<file path="src/rtl/noc_pkg.sv">
// noc_pkg: port indices, default port count, output FSM state type and a one-hot encoder
package noc_pkg;
  localparam int NOC_N_PORTS = 5;
  localparam logic [2:0] PORT_LOCAL = 3'd0;
  localparam logic [2:0] PORT_NORTH = 3'd1;
  localparam logic [2:0] PORT_EAST = 3'd2;
  localparam logic [2:0] PORT_SOUTH = 3'd3;
  localparam logic [2:0] PORT_WEST = 3'd4;
  typedef enum logic {IDLE, BUSY} sa_state_t;
  function automatic logic [2:0] onehot_to_idx(input logic [7:0] v);
    logic [2:0] r;
    r = '0;
    for (int i = 0; i < 8; i++) r = v[i] ? 3'(i) : r;
    return r;
  endfunction
endpackage

</file>
<file path="src/rtl/switch_allocator_if.sv">
// switch_allocator_if: req/dest in, grant/out_sel/out_busy out; master = router buffers, slave = allocator
interface switch_allocator_if
  import noc_pkg::*;
#(
  parameter int N_PORTS = NOC_N_PORTS,
  parameter int ADDRESS_SIZE = 4
);
  logic [N_PORTS-1:0] req;
  logic [N_PORTS-1:0][ADDRESS_SIZE-1:0] dest;
  logic [N_PORTS-1:0] grant;
  logic [N_PORTS-1:0][2:0] out_sel;
  logic [N_PORTS-1:0] out_busy;
  modport master(output req, dest, input grant, out_sel, out_busy);
  modport slave(input req, dest, output grant, out_sel, out_busy);
endinterface

</file>
<file path="src/rtl/switch_allocator_rr_arbiter.sv">
// rr_arbiter: one-hot grant from req; SA_ROUND_ROBIN_EN adds clk/rst/upd and a registered pointer moved to winner+1 on upd, else lowest index wins
module rr_arbiter #(
  parameter int N = 5
) (
`ifdef SA_ROUND_ROBIN_EN
  input  logic         clk,
  input  logic         rst,
  input  logic         upd,
`endif
  input  logic [N-1:0] req,
  output logic [N-1:0] gnt
);
`ifdef SA_ROUND_ROBIN_EN
  logic [2:0] ptr_q, ptr_d;
  int w;
  always_comb begin
    gnt = '0;
    w = -1;
    for (int k = 0; k < N; k++)
      if (w < 0 && req[(int'(ptr_q) + k) % N]) w = (int'(ptr_q) + k) % N;
    if (w >= 0) gnt[w] = 1'b1;
    ptr_d = upd ? 3'((w + 1) % N) : ptr_q;
  end
  always_ff @(posedge clk) ptr_q <= rst ? '0 : ptr_d;
`else
  assign gnt = req & (~req + N'(1));
`endif
endmodule

</file>
<file path="src/rtl/switch_allocator.sv">
// switch_allocator: XY-routed per-output IDLE/BUSY allocator; ports clk, rst, sa (slave); SA_ROUND_ROBIN_EN selects round-robin arbitration
module switch_allocator
  import noc_pkg::*;
#(
  parameter int N_PORTS = NOC_N_PORTS,
  parameter int ADDRESS_SIZE = 4,
  parameter int ROUTER_X = 0,
  parameter int ROUTER_Y = 0
) (
  input logic clk,
  input logic rst,
  switch_allocator_if.slave sa
);
  localparam logic [1:0] RX = 2'(ROUTER_X);
  localparam logic [1:0] RY = 2'(ROUTER_Y);
  sa_state_t state_q [N_PORTS];
  sa_state_t state_d [N_PORTS];
  logic [2:0] owner_q [N_PORTS];
  logic [2:0] owner_d [N_PORTS];
  logic [N_PORTS-1:0] grant_q, grant_d, take;
  logic [N_PORTS-1:0] elig [N_PORTS];
  logic [N_PORTS-1:0] win [N_PORTS];
  logic [2:0] route [N_PORTS];
  always_comb
    for (int i = 0; i < N_PORTS; i++)
      route[i] = sa.dest[i][1:0] > RX ? PORT_EAST :
                 sa.dest[i][1:0] < RX ? PORT_WEST :
                 sa.dest[i][3:2] > RY ? PORT_NORTH :
                 sa.dest[i][3:2] < RY ? PORT_SOUTH : PORT_LOCAL;
  // an input already holding a grant is never eligible again, so dest changes during a packet cannot cause a second grant
  always_comb
    for (int o = 0; o < N_PORTS; o++)
      for (int i = 0; i < N_PORTS; i++)
        elig[o][i] = sa.req[i] && !grant_q[i] && route[i] == 3'(o) &&
                     (route[i] == PORT_LOCAL || route[i] != 3'(i));
  for (genvar o = 0; o < N_PORTS; o++) begin : g_out
    assign take[o] = state_q[o] == IDLE && |elig[o];
    assign sa.out_busy[o] = state_q[o] == BUSY;
    assign sa.out_sel[o] = owner_q[o];
    rr_arbiter #(.N(N_PORTS)) u_arb (
`ifdef SA_ROUND_ROBIN_EN
      .clk(clk),
      .rst(rst),
      .upd(take[o]),
`endif
      .req(elig[o]),
      .gnt(win[o])
    );
  end
  // BUSY only releases on req[owner] low and cannot re-take on that edge, forcing one idle cycle
  always_comb begin
    grant_d = '0;
    for (int o = 0; o < N_PORTS; o++) begin
      state_d[o] = take[o] || (state_q[o] == BUSY && sa.req[owner_q[o]]) ? BUSY : IDLE;
      owner_d[o] = take[o] ? onehot_to_idx(8'(win[o])) : state_d[o] == BUSY ? owner_q[o] : 3'd0;
      if (state_d[o] == BUSY) grant_d[owner_d[o]] = 1'b1;
    end
  end
  always_ff @(posedge clk) begin
    if (rst) begin
      state_q <= '{default: IDLE};
      owner_q <= '{default: 3'd0};
      grant_q <= '0;
    end else begin
      state_q <= state_d;
      owner_q <= owner_d;
      grant_q <= grant_d;
    end
  end
  assign sa.grant = grant_q;
endmodule

</file>
<file path="src/flat_wrapper.sv">
// flat-port wrapper written by rule: the top's interface ports become plain ports
module switch_allocator_flat import noc_pkg::*;
#(
  parameter int N_PORTS = NOC_N_PORTS,
  parameter int ADDRESS_SIZE = 4,
  parameter int ROUTER_X = 0,
  parameter int ROUTER_Y = 0
)
  (clk, rst, sa_req, sa_dest, sa_grant, sa_out_sel, sa_out_busy);
  switch_allocator_if #(.N_PORTS(N_PORTS), .ADDRESS_SIZE(ADDRESS_SIZE)) sa_i ();
  input logic clk;
  input logic rst;
  input wire logic [$bits(sa_i.req)-1:0] sa_req;
  input wire logic [$bits(sa_i.dest)-1:0] sa_dest;
  output wire logic [$bits(sa_i.grant)-1:0] sa_grant;
  output wire logic [$bits(sa_i.out_sel)-1:0] sa_out_sel;
  output wire logic [$bits(sa_i.out_busy)-1:0] sa_out_busy;
  assign sa_i.req = sa_req;
  assign sa_i.dest = sa_dest;
  assign sa_grant = sa_i.grant;
  assign sa_out_sel = sa_i.out_sel;
  assign sa_out_busy = sa_i.out_busy;
  switch_allocator #(.N_PORTS(N_PORTS), .ADDRESS_SIZE(ADDRESS_SIZE), .ROUTER_X(ROUTER_X), .ROUTER_Y(ROUTER_Y)) u_core (.clk(clk), .rst(rst), .sa(sa_i));
endmodule
</file>
<file path="config.mk">
export PLATFORM = sky130hd
export DESIGN_NAME = switch_allocator_flat
export DESIGN_NICKNAME = d
export VERILOG_FILES = /design/src/rtl/noc_pkg.sv /design/src/rtl/switch_allocator_if.sv /design/src/rtl/switch_allocator_rr_arbiter.sv /design/src/rtl/switch_allocator.sv /design/src/flat_wrapper.sv
export SDC_FILE = /design/constraint.sdc
export NUM_CORES = 1
export LEC_CHECK = 0
export ABC_AREA = 1
export BUFFER_PORTS_ARGS = -buffer_cell sky130_fd_sc_hd__buf_2
export CORE_MARGIN = 2
export CORE_UTILIZATION = 54
export CTS_CLUSTER_SIZE = 40
export DETAILED_ROUTE_END_ITERATION = 8
export PLACE_DENSITY = 0.84
export SYNTH_ARGS = -nofsm -noshare
export SYNTH_HDL_FRONTEND = slang
export SYNTH_SLANG_ARGS = --single-unit
</file>
<file path="constraint.sdc">
create_clock -name clk -period 4.6 [get_ports clk]
set_clock_uncertainty 0.2 [all_clocks]
set_input_delay 0.92 -clock clk [delete_from_list [all_inputs] [get_ports clk]]
set_output_delay 0.92 -clock clk [all_outputs]
set_load 0.05 [all_outputs]
</file>
==> flow_metrics.env <==
export IMPL_status="finished, final reports clean"
export IMPL_path_class="flip-flop to output pin"
export IMPL_drv_cap=0
export IMPL_crit_cells=1
export IMPL_cts_tree="done"
export IMPL_final_hold_violation_count=0
export IMPL_ys_warn_count=0
export IMPL_crit_fanout=9
export IMPL_regToRegSetupSlack_ns=2.84
export IMPL_reg2regPathDepth=10
export IMPL_avgSynthCellArea_um2=6.062
export IMPL_cts_sinks=25
export IMPL_post_cts_setup_buffer_count=0
export IMPL_dpl_cell_area_um2=1878
export IMPL_num_rows=19
export IMPL_path_buf_inv=1
export IMPL_dr_pass1_iters=5
export IMPL_dieArea_um2=3428
export IMPL_r2r_start="u_core.sa.out_sel[3]"
export IMPL_final_setup_viol_count=0
export IMPL_p_leak_nw=1.023
export IMPL_arrival_ns=1.15
export IMPL_drt_iter0_drc=120
export IMPL_cts_hold_buf=0
export IMPL_h_tree_depth=1
export IMPL_fin_tns_setup_ns=0
export IMPL_overflow=0
export IMPL_portBuffers=51
export IMPL_rsz0062_at_grt="no"
export IMPL_ys_seq_area_share_pct=31.15
export IMPL_io_pins=52
export IMPL_drcViolationCount=0
export IMPL_end_kind="output pin"
export IMPL_top_layer="met4"
export IMPL_drtAntennaViolNets=0
export IMPL_slew_headroom_pct=71.81
export IMPL_dr_wl_met2_um=2024
export IMPL_critical_path_top_delay_family="flip-flops"
export IMPL_num_vias=1828
export IMPL_antenna_found_initial=0
export IMPL_crit_path_cell_trace="buf_2"
export IMPL_die_x_um=58.55
export IMPL_r2r_end="u_core.sa.grant[1]"
export IMPL_dp_hpwl_um=3379
export IMPL_synthCells=265
export IMPL_viasPerCell=5.268
export IMPL_min_period_ns=2.272
export IMPL_routed_wl_um=4286
export IMPL_cts_clk_slew_worst_paths_ns=0.14
export IMPL_period_share_pct=49.39
export IMPL_numCtsBuffers=3
export IMPL_drive_above_1_share_pct=24.37
export IMPL_slowest_stage="dfxtp_1"
export IMPL_min_to="u_core.sa.out_sel[11]"
export IMPL_clock_fmax_mhz=440.1
export IMPL_crit_start="u_core.sa.out_sel[9]"
export IMPL_cpPeakStageDelay_ns=0.51
export IMPL_final_area_um2=1906
export IMPL_hold_class="flip-flop to flip-flop"
export IMPL_cts_buffer_depth=2
export IMPL_hold_depth=2
export IMPL_gp_congestion=0.8580
export IMPL_nets=344
export IMPL_worstSetupStartpointType="flip-flop"
export IMPL_cts_root_buffer="clkbuf_4"
export IMPL_grt_max_degree=26
export IMPL_required_ns=3.48
export IMPL_routedWlPerCell_um=12.35
export IMPL_grt_pass1_vias=1577
export IMPL_wl_met1_um=1898
export IMPL_met3_length_um=293
export IMPL_ir_drop_uv=192.0
export IMPL_drv_slew=0
export IMPL_synth_cell_types=23
export IMPL_grt_pass1_wl_um=6651
export IMPL_cts_resized=0
export IMPL_netlist_area_um2=1607
export IMPL_clk_latency_ns=0.32
export IMPL_area_delta_synth_final_pct=18.61
export IMPL_core_area_um2=2781
export IMPL_synth_ff_latch_count=25
export IMPL_synth_fp_nets=292
export IMPL_worstMarginPinSlew_ns=0.4229
export IMPL_fp_dieH_um=58.55
export IMPL_cellPowerDensity_nw_per_um2=262.1
export IMPL_antenna_cells=0
export IMPL_grt_usage_pct=25.05
export IMPL_worstHoldStart="u_core.sa.out_sel[11]"
export IMPL_floorplan_initialDensity_pct=57.76
synth_stat cells:
| cell | number | area share (%) |
|---|---|---|
| nand4_1 | 11 | 4.3 |
| inv_2 | 7 | 1.6 |
| nor2_4 | 2 | 1.4 |
| nor2_2 | 2 | 0.78 |
| dfxtp_1 | 25 | 31 |
| nand2_2 | 4 | 1.6 |
| nor2_1 | 41 | 9.6 |
| a21boi_4 | 1 | 1.2 |
| nor3_1 | 7 | 2.2 |
| buf_6 | 1 | 0.70 |
| o21ai_2 | 1 | 0.55 |
| a21boi_2 | 2 | 1.4 |
| nand3_1 | 35 | 11 |
| a31oi_1 | 1 | 0.39 |
| nand3b_1 | 3 | 1.4 |
| nand2_1 | 58 | 14 |
| o211ai_1 | 1 | 0.47 |
| a21oi_1 | 9 | 2.8 |
| inv_1 | 41 | 9.6 |
| a21oi_2 | 3 | 1.6 |
| clkbuf_1 | 3 | 0.70 |
| o21ai_1 | 3 | 0.93 |
| o21ai_0 | 4 | 1.2 |
metal layers:
| metal | track usage [%] | up-vias |
|---|---|---|
| li1 | - | 946 |
| met1 | 30.79 | 803 |
| met2 | 45.59 | 68 |
| met3 | 2.418 | 11 |
| met4 | 7.973 | 0 |
| met5 | 0 | - |
per-stage QoR:
step / hold WS, ns / total power, W / instances / utilization (%) / setup slack [ns]
6_report: 0.3228 / 0.0004994 / 347 / 68.51 / 2.328
5_1_grt: 0.3428 / 0.0005255 / 347 / 68.51 / 2.286
4_1_cts: 0.3176 / 0.0004983 / 347 / 68.51 / 2.344
3_5_place_dp: 0.2977 / 0.0004028 / 343 / 67.52 / 2.181
3_3_place_gp: 0.2935 / 0.0004011 / 343 / 67.52 / 2.191
2_1_floorplan: 0.5225 / 0.0003597 / 265 / - / 2.527
placed cells by master (no fill, tap or decap):
cell      instances
dfxtp_1          25
a21oi_2           3
a21boi_4          1
buf_2            51
nand2_2           4
nand2_1          58
o21ai_1           3
nand3b_1          3
nor2_2            2
clkinv_2          1
inv_2             7
clkbuf_4          3
nor3_1            7
nor2_1           41
a21boi_2          2
a31oi_1           1
o211ai_1          1
o21ai_0           4
o21ai_2           1
inv_1            41
nand4_1          11
nor2_4            2
nand3_1          35
a21oi_1           9
area by class of cell:
type,instances,area (µm²)
tap,31,38.79
clock inverter,1,5.005
timing repair buffer,51,255.2
fill,258,875.8
inverter,48,180.2
clock buffer,3,22.52
multi-input combinational,188,903.4
sequential,25,500.5
worst max-delay path by stage:
stage	to	slack, ns
after detailed placement	u_core.sa.grant[3]	2.18
final	sa_out_sel[9]	2.33
after floorplan	u_core.sa.grant[0]	2.53
after global placement	u_core.sa.grant[0]	2.19
after CTS	sa_out_sel[9]	2.34
after global routing	sa_out_sel[12]	2.29
kinds of logic (layout without fill, tap and decap cells):
group / after synthesis / count (layout) / share of synthesized area (%)
DFF: 25 / 25 / 31.15
buffers and inverters: 52 / 103 / 12.62
AOI/OAI and AO/OA: 25 / 25 / 10.59
and+or+nand+nor: 163 / 163 / 45.64
power breakdown:
part | total [W] | leakage [nW] | switching (W) | internal (W)
combinational | 0.000161 | 0.802 | 0.000114 | 0.0000469
sequential | 0.000239 | 0.203 | 0.0000108 | 0.000228
clock | 0.0000997 | 0.0177 | 0.0000672 | 0.0000326
registers in the layout, indices dropped and copies added, names as in the netlist:
signal,flops
u_core.sa.grant,5
u_core.sa.out_busy,5
u_core.sa.out_sel,15
Power figures use the tool's default switching activity.
